==> src/rtl/pixel_bus_initiator.sv <==
// pixel_bus_initiator: drives the pixel register-file bus for the CPU-side loader.
// Streams pixel words to FIRST_ADDR.., then writes the start word to address 0.
// Also issues single-word reads and returns the captured data.
// Optional build macro READBACK_VERIFY_EN: reads address 0 back after the start
// write and sets a sticky err flag on mismatch.
//
// Timing: every output is a flop. A state's bus action is computed while in that
// state and appears on the bus in the following cycle. Pixel writes follow each
// accepted in_valid/in_ready handshake by one cycle, so back-to-back transfers
// give one write per cycle.
module pixel_bus_initiator #(
  parameter int Amba_Word       = 24,
  parameter int Amba_Addr_Depth = 12,
  parameter int FIRST_ADDR      = 1
) (
  input  logic                       clock,
  input  logic                       reset,
  input  logic                       go,
  input  logic [Amba_Addr_Depth:0]   frame_len,
  input  logic [Amba_Word-1:0]       start_word,
  input  logic                       in_valid,
  input  logic [Amba_Word-1:0]       in_data,
  output logic                       in_ready,
  input  logic                       rd_req,
  input  logic [Amba_Addr_Depth:0]   rd_addr,
  output logic [Amba_Word-1:0]       rd_data,
  output logic                       rd_valid,
  output logic [1:0]                 control,
  output logic [Amba_Addr_Depth:0]   address,
  output logic [Amba_Word-1:0]       WriteData,
  input  logic [Amba_Word-1:0]       ReadData,
  output logic                       busy,
  output logic                       done,
  output logic                       err
);

  localparam int AW = Amba_Addr_Depth + 1;
  // Longest frame that fits between FIRST_ADDR and the top of the register file.
  localparam logic [AW-1:0] MAX_LEN = AW'((1 << Amba_Addr_Depth) - FIRST_ADDR);
  localparam logic [AW-1:0] BASE    = AW'(FIRST_ADDR);

  localparam logic [1:0] CMD_IDLE  = 2'b00;
  localparam logic [1:0] CMD_WRITE = 2'b01;
  localparam logic [1:0] CMD_READ  = 2'b10;

  typedef enum logic [2:0] {
    IDLE, LOAD, START, VRF_ISSUE, VRF_WAIT, DONE, RD_ISSUE, RD_WAIT
  } state_t;

  state_t            state_q, state_d;
  logic [AW-1:0]     cnt_q, cnt_d;
  logic [AW-1:0]     len_q, len_d;
  logic [Amba_Word-1:0] start_q, start_d;
  logic [AW-1:0]     raddr_q, raddr_d;
  logic [1:0]        control_q, control_d;
  logic [AW-1:0]     address_q, address_d;
  logic [Amba_Word-1:0] wdata_q, wdata_d;
  logic              in_ready_q, in_ready_d;
  logic [Amba_Word-1:0] rd_data_q, rd_data_d;
  logic              rd_valid_q, rd_valid_d;
  logic              cap_q, cap_d;
  logic              busy_q, busy_d;
  logic              done_q, done_d;
`ifdef READBACK_VERIFY_EN
  logic              vcap_q, vcap_d;
  logic              err_q, err_d;
`endif

  logic [AW-1:0] eff_len;
  assign eff_len = (frame_len > MAX_LEN) ? MAX_LEN : frame_len;

  // State and output registers; reset abandons any transfer in flight.
  always_ff @(posedge clock or posedge reset) begin
    if (reset) begin
      state_q    <= IDLE;
      cnt_q      <= '0;
      len_q      <= '0;
      start_q    <= '0;
      raddr_q    <= '0;
      control_q  <= CMD_IDLE;
      address_q  <= '0;
      wdata_q    <= '0;
      in_ready_q <= 1'b0;
      rd_data_q  <= '0;
      rd_valid_q <= 1'b0;
      cap_q      <= 1'b0;
      busy_q     <= 1'b0;
      done_q     <= 1'b0;
`ifdef READBACK_VERIFY_EN
      vcap_q     <= 1'b0;
      err_q      <= 1'b0;
`endif
    end else begin
      state_q    <= state_d;
      cnt_q      <= cnt_d;
      len_q      <= len_d;
      start_q    <= start_d;
      raddr_q    <= raddr_d;
      control_q  <= control_d;
      address_q  <= address_d;
      wdata_q    <= wdata_d;
      in_ready_q <= in_ready_d;
      rd_data_q  <= rd_data_d;
      rd_valid_q <= rd_valid_d;
      cap_q      <= cap_d;
      busy_q     <= busy_d;
      done_q     <= done_d;
`ifdef READBACK_VERIFY_EN
      vcap_q     <= vcap_d;
      err_q      <= err_d;
`endif
    end
  end

  // Next-state and next-output logic.
  always_comb begin
    state_d    = state_q;
    cnt_d      = cnt_q;
    len_d      = len_q;
    start_d    = start_q;
    raddr_d    = raddr_q;
    control_d  = CMD_IDLE;
    address_d  = address_q;
    wdata_d    = wdata_q;
    in_ready_d = in_ready_q;
    done_d     = 1'b0;
    cap_d      = 1'b0;
    // Read capture lands one cycle after RD_WAIT, when ReadData is valid.
    rd_valid_d = cap_q;
    rd_data_d  = cap_q ? ReadData : rd_data_q;
`ifdef READBACK_VERIFY_EN
    vcap_d     = 1'b0;
    err_d      = err_q | (vcap_q && (ReadData != start_q));
`endif
    case (state_q)
      IDLE: begin
        // busy_q still covers the trailing done / rd_valid cycles.
        if (!busy_q) begin
          if (go) begin
            len_d   = eff_len;
            start_d = start_word;
            cnt_d   = '0;
            if (eff_len == '0) begin
              state_d = START;
            end else begin
              state_d    = LOAD;
              in_ready_d = 1'b1;
            end
          end else if (rd_req) begin
            raddr_d = rd_addr;
            state_d = RD_ISSUE;
          end
        end
      end
      LOAD: begin
        if (in_valid && in_ready_q) begin
          control_d = CMD_WRITE;
          address_d = BASE + cnt_q;
          wdata_d   = in_data;
          cnt_d     = cnt_q + AW'(1);
          if ((cnt_q + AW'(1)) == len_q) begin
            in_ready_d = 1'b0;
            state_d    = START;
          end
        end
      end
      START: begin
        control_d = CMD_WRITE;
        address_d = '0;
        wdata_d   = start_q;
`ifdef READBACK_VERIFY_EN
        state_d   = VRF_ISSUE;
`else
        state_d   = DONE;
`endif
      end
      VRF_ISSUE: begin
        control_d = CMD_READ;
        address_d = '0;
        state_d   = VRF_WAIT;
      end
      VRF_WAIT: begin
`ifdef READBACK_VERIFY_EN
        vcap_d  = 1'b1;
`endif
        state_d = DONE;
      end
      DONE: begin
        done_d  = 1'b1;
        state_d = IDLE;
      end
      RD_ISSUE: begin
        control_d = CMD_READ;
        address_d = raddr_q;
        state_d   = RD_WAIT;
      end
      RD_WAIT: begin
        cap_d   = 1'b1;
        state_d = IDLE;
      end
      default: state_d = IDLE;
    endcase
    // busy spans the state plus the lagging output cycle it produces.
    busy_d = (state_d != IDLE) || (state_q != IDLE);
  end

  assign control   = control_q;
  assign address   = address_q;
  assign WriteData = wdata_q;
  assign in_ready  = in_ready_q;
  assign rd_data   = rd_data_q;
  assign rd_valid  = rd_valid_q;
  assign busy      = busy_q;
  assign done      = done_q;
`ifdef READBACK_VERIFY_EN
  assign err       = err_q;
`else
  assign err       = 1'b0;
`endif

endmodule

==> config.mk <==
export PLATFORM = sky130hd
export DESIGN_NAME = pixel_bus_initiator
export DESIGN_NICKNAME = d
export VERILOG_FILES = /design/src/rtl/pixel_bus_initiator.sv
export SDC_FILE = /design/constraint.sdc
export NUM_CORES = 1
export LEC_CHECK = 0
export ABC_AREA = 1
export CAP_MARGIN = 20
export CELL_PAD_IN_SITES_DETAIL_PLACEMENT = 1
export CELL_PAD_IN_SITES_GLOBAL_PLACEMENT = 1
export CORE_ASPECT_RATIO = 1.4
export CORE_UTILIZATION = 36
export DETAILED_ROUTE_END_ITERATION = 8
export PLACE_DENSITY_LB_ADDON = 0.1
export SETUP_SLACK_MARGIN = 0.3
export SLEW_MARGIN = 15
export SYNTH_ARGS = -nofsm -noshare
export SYNTH_HDL_FRONTEND = slang
export SYNTH_SLANG_ARGS = --single-unit
==> constraint.sdc <==
create_clock -name clock -period 5.4 [get_ports clock]
set_input_delay 0.54 -clock clock [delete_from_list [all_inputs] [get_ports clock]]
set_output_delay 0.54 -clock clock [all_outputs]
set_load 0.005 [all_outputs]
* Word level (Yosys, flattened, before mapping)
Cells that the tools add are included.
** Storage, ports and cells
- Flip-flop bits (word level) :: 134
- Bits of input ports :: 103
- Output and inout port bits :: 68
- Word-level logic and storage cells :: 75
** Cells by class
- $add $sub $neg :: 1
- Order comparisons :: 1
- Equality and inequality tests :: 13
- Muxes and demuxes :: 25
- Bitwise operators :: 2
- Reductions and logical operators :: 19
** Operators with widths (count)
- $mux W13 :: 4
- $pmux W24 S2 :: 1
- $pmux W13 S3 :: 1
- $pmux W13 S2 :: 1
- $mux W24 :: 1
- $pmux W3 S6 :: 1
- $mux W3 :: 5
- $add A13 B1 Y13 const B :: 1
- $eq A13 B13 Y1 :: 1
- $gt A13 B12 Y1 const B :: 1
- $logic_not A13 Y1 :: 1
- $eq A3 B3 Y1 const B :: 4
- $ne A2 B2 Y1 const B :: 5
- $reduce_bool A3 Y1 :: 3
- $mux W1 :: 8
- $reduce_and A4 Y1 :: 2
- $reduce_or A2 Y1 :: 4
- $eq A3 B2 Y1 const B :: 2
- $pmux W2 S3 :: 1
- $reduce_and A6 Y1 :: 1
- $reduce_and A2 Y1 :: 2
- $reduce_bool A2 Y1 :: 2
- $eq A3 B1 Y1 const B :: 1
- $logic_not A3 Y1 :: 1
- 6 further kinds :: 7

* Longest topological paths before layout
- Depth after elaboration :: 9
- Mapped depth :: 16
- Gate-level depth less buffers :: 16

* Worst setup path after synthesis
No wires, ideal clock.
- Kind :: register to register
- Start :: reg cnt_q[0]
- End :: reg busy_q (netlist: busy)
- Setup time :: 0.131 ns
- Data arrival time :: 1.598 ns
- Required time :: 5.269 ns
- Slack :: 3.671 ns
- Cell stages (with the launch flop) :: 16
- Path buffers :: 0
- Period minus slack after synthesis :: 1.729 ns
- Cell sequence :: dfrtp_1 ha_1 nand2_1 nor2_2 nand2_1 nand2_1 nand2_1 nand2_1 nor2_1 nand2_1 nor2_1 nand3_1 nand2_1 nand2_1 nand2_2 nand3_2
** Between the ends
- Cells in the longest elaborated chain, start to end :: 7
** RTL lines
- start, declared :: line 51 : logic [AW-1:0] cnt_q, cnt_d;
- start signal, assigned :: line 95 : cnt_q <= cnt_d;
- $add A13 B1 Y13 :: line 161 : if ((cnt_q + AW'(1)) == len_q) begin
- $eq A13 B13 Y1 :: line 161
- $mux W3 :: line 161
- $mux W3 :: line 156 : if (in_valid && in_ready_q) begin
- $pmux W3 S6 :: line 135 : case (state_q)
- $reduce_bool A3 Y1 :: line 204 : busy_d = (state_d != IDLE) || (state_q != IDLE);
- $logic_or A1 B1 Y1 :: line 204
- named net busy_d :: line 62 : logic busy_q, busy_d;
- end signal, assigned :: line 106 : busy_q <= busy_d;
- end, declared :: line 62
The timed path passes the listed nets, and every way through them passes these cells.
A chain may end at the register's enable or synchronous reset.

* Final worst setup path
- Start :: reg state_q[1]
- End :: reg in_ready_q (netlist: in_ready)
** Between the ends
- Cells in the longest elaborated chain, start to end :: 3
** RTL lines
- start, declared :: line 50 : state_t state_q, state_d;
- start signal, assigned :: line 94 : state_q <= state_d;
- $eq A3 B1 Y1 / $logic_not A3 Y1 (equally long branches) :: line 135
- $ne A2 B2 Y1 (no line) / $reduce_bool A2 Y1 (equally long branches)
- $reduce_and A6 Y1 (no line)
- end signal, assigned :: line 102 : in_ready_q <= in_ready_d;
- end, declared :: line 58 : logic in_ready_q, in_ready_d;
Parallel ways exist; a longest one is shown, timed or not.

==> summary.md <==
| Metric | Value |
|---|---|
| Met2 Use GR | `38.2%` |
| Mapped Avg Cell Area | `9.41 sq um` |
| Cell row count | `56` |
| Reg area | `3350 sq um` |
| Endpoint type of the worst setup path | `register` |
| Post-CTS sizing | `0` |
| Grt ovf | `0` |
| Pre-Repair DR Iteration Count | `4` |
| Top delay family on crit path | `simple AND/OR/NAND/NOR gates` |
| Yosys warning count | `0` |
| Post-synth EDFFs | `0` |
| Crit path time final | `between 2 and 3 ns` |
| Worst-path clk slew | `about 0.06 ns` |
| Tot GR Track Use | `21.0%` |
| P_leak | `between 0.003 and 0.004 uW` |
| Worst Hold Class | `reg -> reg` |
| Worst slew margin | `32.1%` |
| GRT busiest layer | `met2` |
| Run status | `complete, no violations` |
| Antenna Nets Post-Route | `0` |
| Fill cells | `1920` |
| Critical Path Start Type | `register` |
| Worst-Skew Late Latency | `0.42 ns` |
| Post-layout instance area | `8550 sq um` |
| First-pass GRT wire length | `28.6 mm` |
| Avg WL per Cell | `16.9 um` |
| DR vias/cell | `5.04` |
| Initial Util | `36.7%` |
| Actual slew at the worst max-slew pin | `between 1 and 1.5 ns` |
| F_max | `~350 MHz` |
| Final setup fails | `0` |
| RSZ-0062 raised after global routing | `no` |
| Total power | `4330 uW` |
| Multi-input combinational cell area | `~2500 sq um` |
| Cts hold-fix bufs | `0` |
| Critical path's largest stage delay | `roughly 0.50 ns` |
| Io pins | `~170` |
| Largest net degree at the start of global routing | `85` |
| Syn Inst Count | `653` |
| Final nets | `920` |
| Core Box Area | `16700 sq um` |
| Area leader, netlist | `dfrtp_1` |
| Clk sink count | `134` |
| First DRT Iteration DRCs | `123` |
| Top_reg_cell synth | `dfrtp_1` |
| Mapped cell area | `6140 sq um` |
| Synth area leaders | `dfrtp_1 55%, nand2_1 9.2%, mux2_2 6.8%` |
| Period utilization | `between 50% and 60%` |
| Yosys cell types | `33` |
| Maximum VDD drop | `197 uV` |
| CP dominant cell by count | `nand2_1` |
| TritonCTS clock tree | `built` |
| DRC | `0` |
| DP HPWL | `~13 mm` |
| Synth-to-Final Area Change | `39.1%` |
| # port buffers | `169` |
| DRT Wirelength | `17.4 mm` |
| Number of global-route vias before repair | `5620` |
| Hold Slack | `0.475 ns` |
| Async S/R FF share, synth | `100%` |
| Met3 Use GR | `5.15%` |
| GPL Wtd Cong | `0.816` |
| Ant diodes | `0` |
| Sequential-to-total area share from yosys stat | `between 50% and 60%` |
| Fin. max-slew vios | `0` |
| Yosys reg bits | `134` |
| Skew final | `0.00936 ns` |
| Die width | `between 100 and 150 um` |
| Initial antenna violation count | `0` |
| Post-CTS setup buffers | `0` |
| Worst EP arrival | `3.12 ns` |
| DIE AREA | `17600 sq um` |
| Data required, critical path | `approximately 5.7 ns` |
| Pwr dens | `around 510 nW/um^2` |
| Worst setup path class | `reg -> reg` |
| CTS root buffer | `clkbuf_16` |
| CTS H-tree depth | `4` |
| Critical-path cell list | `nor2_2 -> inv_1 -> nor2_2 -> inv_1 -> nor3_4 -> buf_4 -> inv_2 -> nand2_1 -> nand3_1 -> nand2_1 -> nand2_1` |
| Share of cells above drive strength 1 | `14.4%` |
| Via count | `5202` |
| Worst-path maximum fanout | `54` |
| Final hold vios | `0` |
| CP max-delay cell | `nand2_1` |
| CTS max path bufs | `2` |
| Met1 usage | `about a quarter` |
| Cell Area, Placed | `~8000 sq um` |
| TNS Setup | `0 ns` |
| Top cell type's share of synthesized area | `54.6%` |
| Synth Net Count | `approximately 760` |
| WP buf/inv | `4` |
| CTS buffer count | `17` |
| Die height | `~160 um` |
| MaxCap Viol Count | `0` |
## final timing paths
check / start / end / slack (ns) / depth (start not counted)
max: state_q[1] / in_ready / 2.58 / 11
min: start_q[6] / start_q[6] / 0.48 / 2
max reg2reg: state_q[1] / in_ready / 2.58 / 11
min reg2reg: start_q[6] / start_q[6] / 0.48 / 2
max in group asynchronous: reset / start_q[22] / 3.88 / 3
min in group asynchronous: reset / rd_data[13] / 0.64 / 2
## cells in the final DEF (no fill, tap or decap)
cell type and n:
clkbuf_16 17, nand4_1 4, nor3_2 1, nand4_2 1
conb_1 1, nor3_4 1, o22ai_1 6, a31oi_1 4
clkbuf_1 1, nor2_1 49, nand3_2 5, nand2_1 150
nor2_4 2, inv_1 46, inv_6 8, buf_4 5
o211ai_1 1, o21ai_1 3, nand2_2 8, dfrtp_1 134
o221a_2 17, nand3_1 43, a21oi_1 34, clkinvlp_4 3
mux2_2 37, ha_1 1, nor3_1 5, nand2_4 1
nand3b_1 22, clkinv_4 3, o21ai_0 37, inv_2 4
clkdlybuf4s50_1 169, nor2_2 4, nor2_8 1, clkbuf_8 1
## layout make-up
type                            count  share of cell area [%]
Timing Repair Buffer              174                    20.2
Clock buffer                       19                    5.18
Tap cell                          203                    2.97
Multi-Input combinational cell    438                    28.8
Inverter                           51                    2.30
Sequential cell                   134                    39.2
Clock inverter                     13                    1.29
## where the power goes
group	switching (uW)	internal (uW)	total [uW]
registers	271	1410	1680
clock network	481	611	1090
logic	780	781	1560
total	1530	2800	4330
## through the flow
stage | util [%] | instances | setup slack, ns
after floorplan | - | 653 | 1.28
after detailed placement | 47.7 | 1000 | 2.40
final | 51.0 | 1032 | 2.58
after global routing | 51.0 | 1032 | 2.28
after CTS | 51.0 | 1032 | 2.52
after global placement | 47.7 | 1000 | 2.46
## per-layer routing
layer / wire [um] / up-vias / part of all wire, %
met5: 0 / - / 0
met4: 144 / 0 / 0.83
met3: 876 / 12 / 5.0
met2: 8940 / 135 / 51
met1: 7430 / 2544 / 43
li1: - / 2511 / -
## logic make-up (layout without fill, tap and decap cells)
family,after synthesis,count (layout),synth area share [%]
DFF,134,134,54.6
muxes,37,37,6.78
and+or+nand+nor,297,297,22.5
buffers and inverters,81,257,5.54
adders and majority gates,1,1,0.204
AOI/OAI and AO/OA,102,102,10.3
other,1,1,0.0610
## flip-flops by register name (all words and copies together), names as in the netlist, 3 cells and up
| name | count |
|---|---|
| WriteData | 24 |
| cnt_q | 13 |
| rd_data | 24 |
| len_q | 13 |
| address | 13 |
| raddr_q | 13 |
| state_q | 3 |
| start_q | 24 |
## cell usage after synthesis, types with 2 or more instances
cell type / instances
nand3_1: 44
nand2_1: 150
o221a_2: 17
nand2_2: 8
inv_2: 4
clkbuf_1: 15
nor2_2: 4
nor2_1: 49
nor3_1: 6
a31oi_1: 4
dfrtp_1: 134
nand3_2: 4
mux2_2: 37
o21ai_1: 3
a21oi_1: 34
nand3b_1: 22
buf_2: 7
buf_4: 5
o22ai_1: 6
nand4_1: 4
o21ai_0: 37
nor2_4: 2
inv_1: 47
## worst reg2reg max path: stages, from the launching register on
cell and delay [ns]:
dfrtp_1 0.46, nor2_2 0.19, inv_1 0.09, nor2_2 0.17, inv_1 0.12, nor3_4 0.11, buf_4 0.44, inv_2 0.35
nand2_1 0.51, nand3_1 0.14, nand2_1 0.08, nand2_1 0.04
No activity file was read; power rests on OpenSTA's default activity.
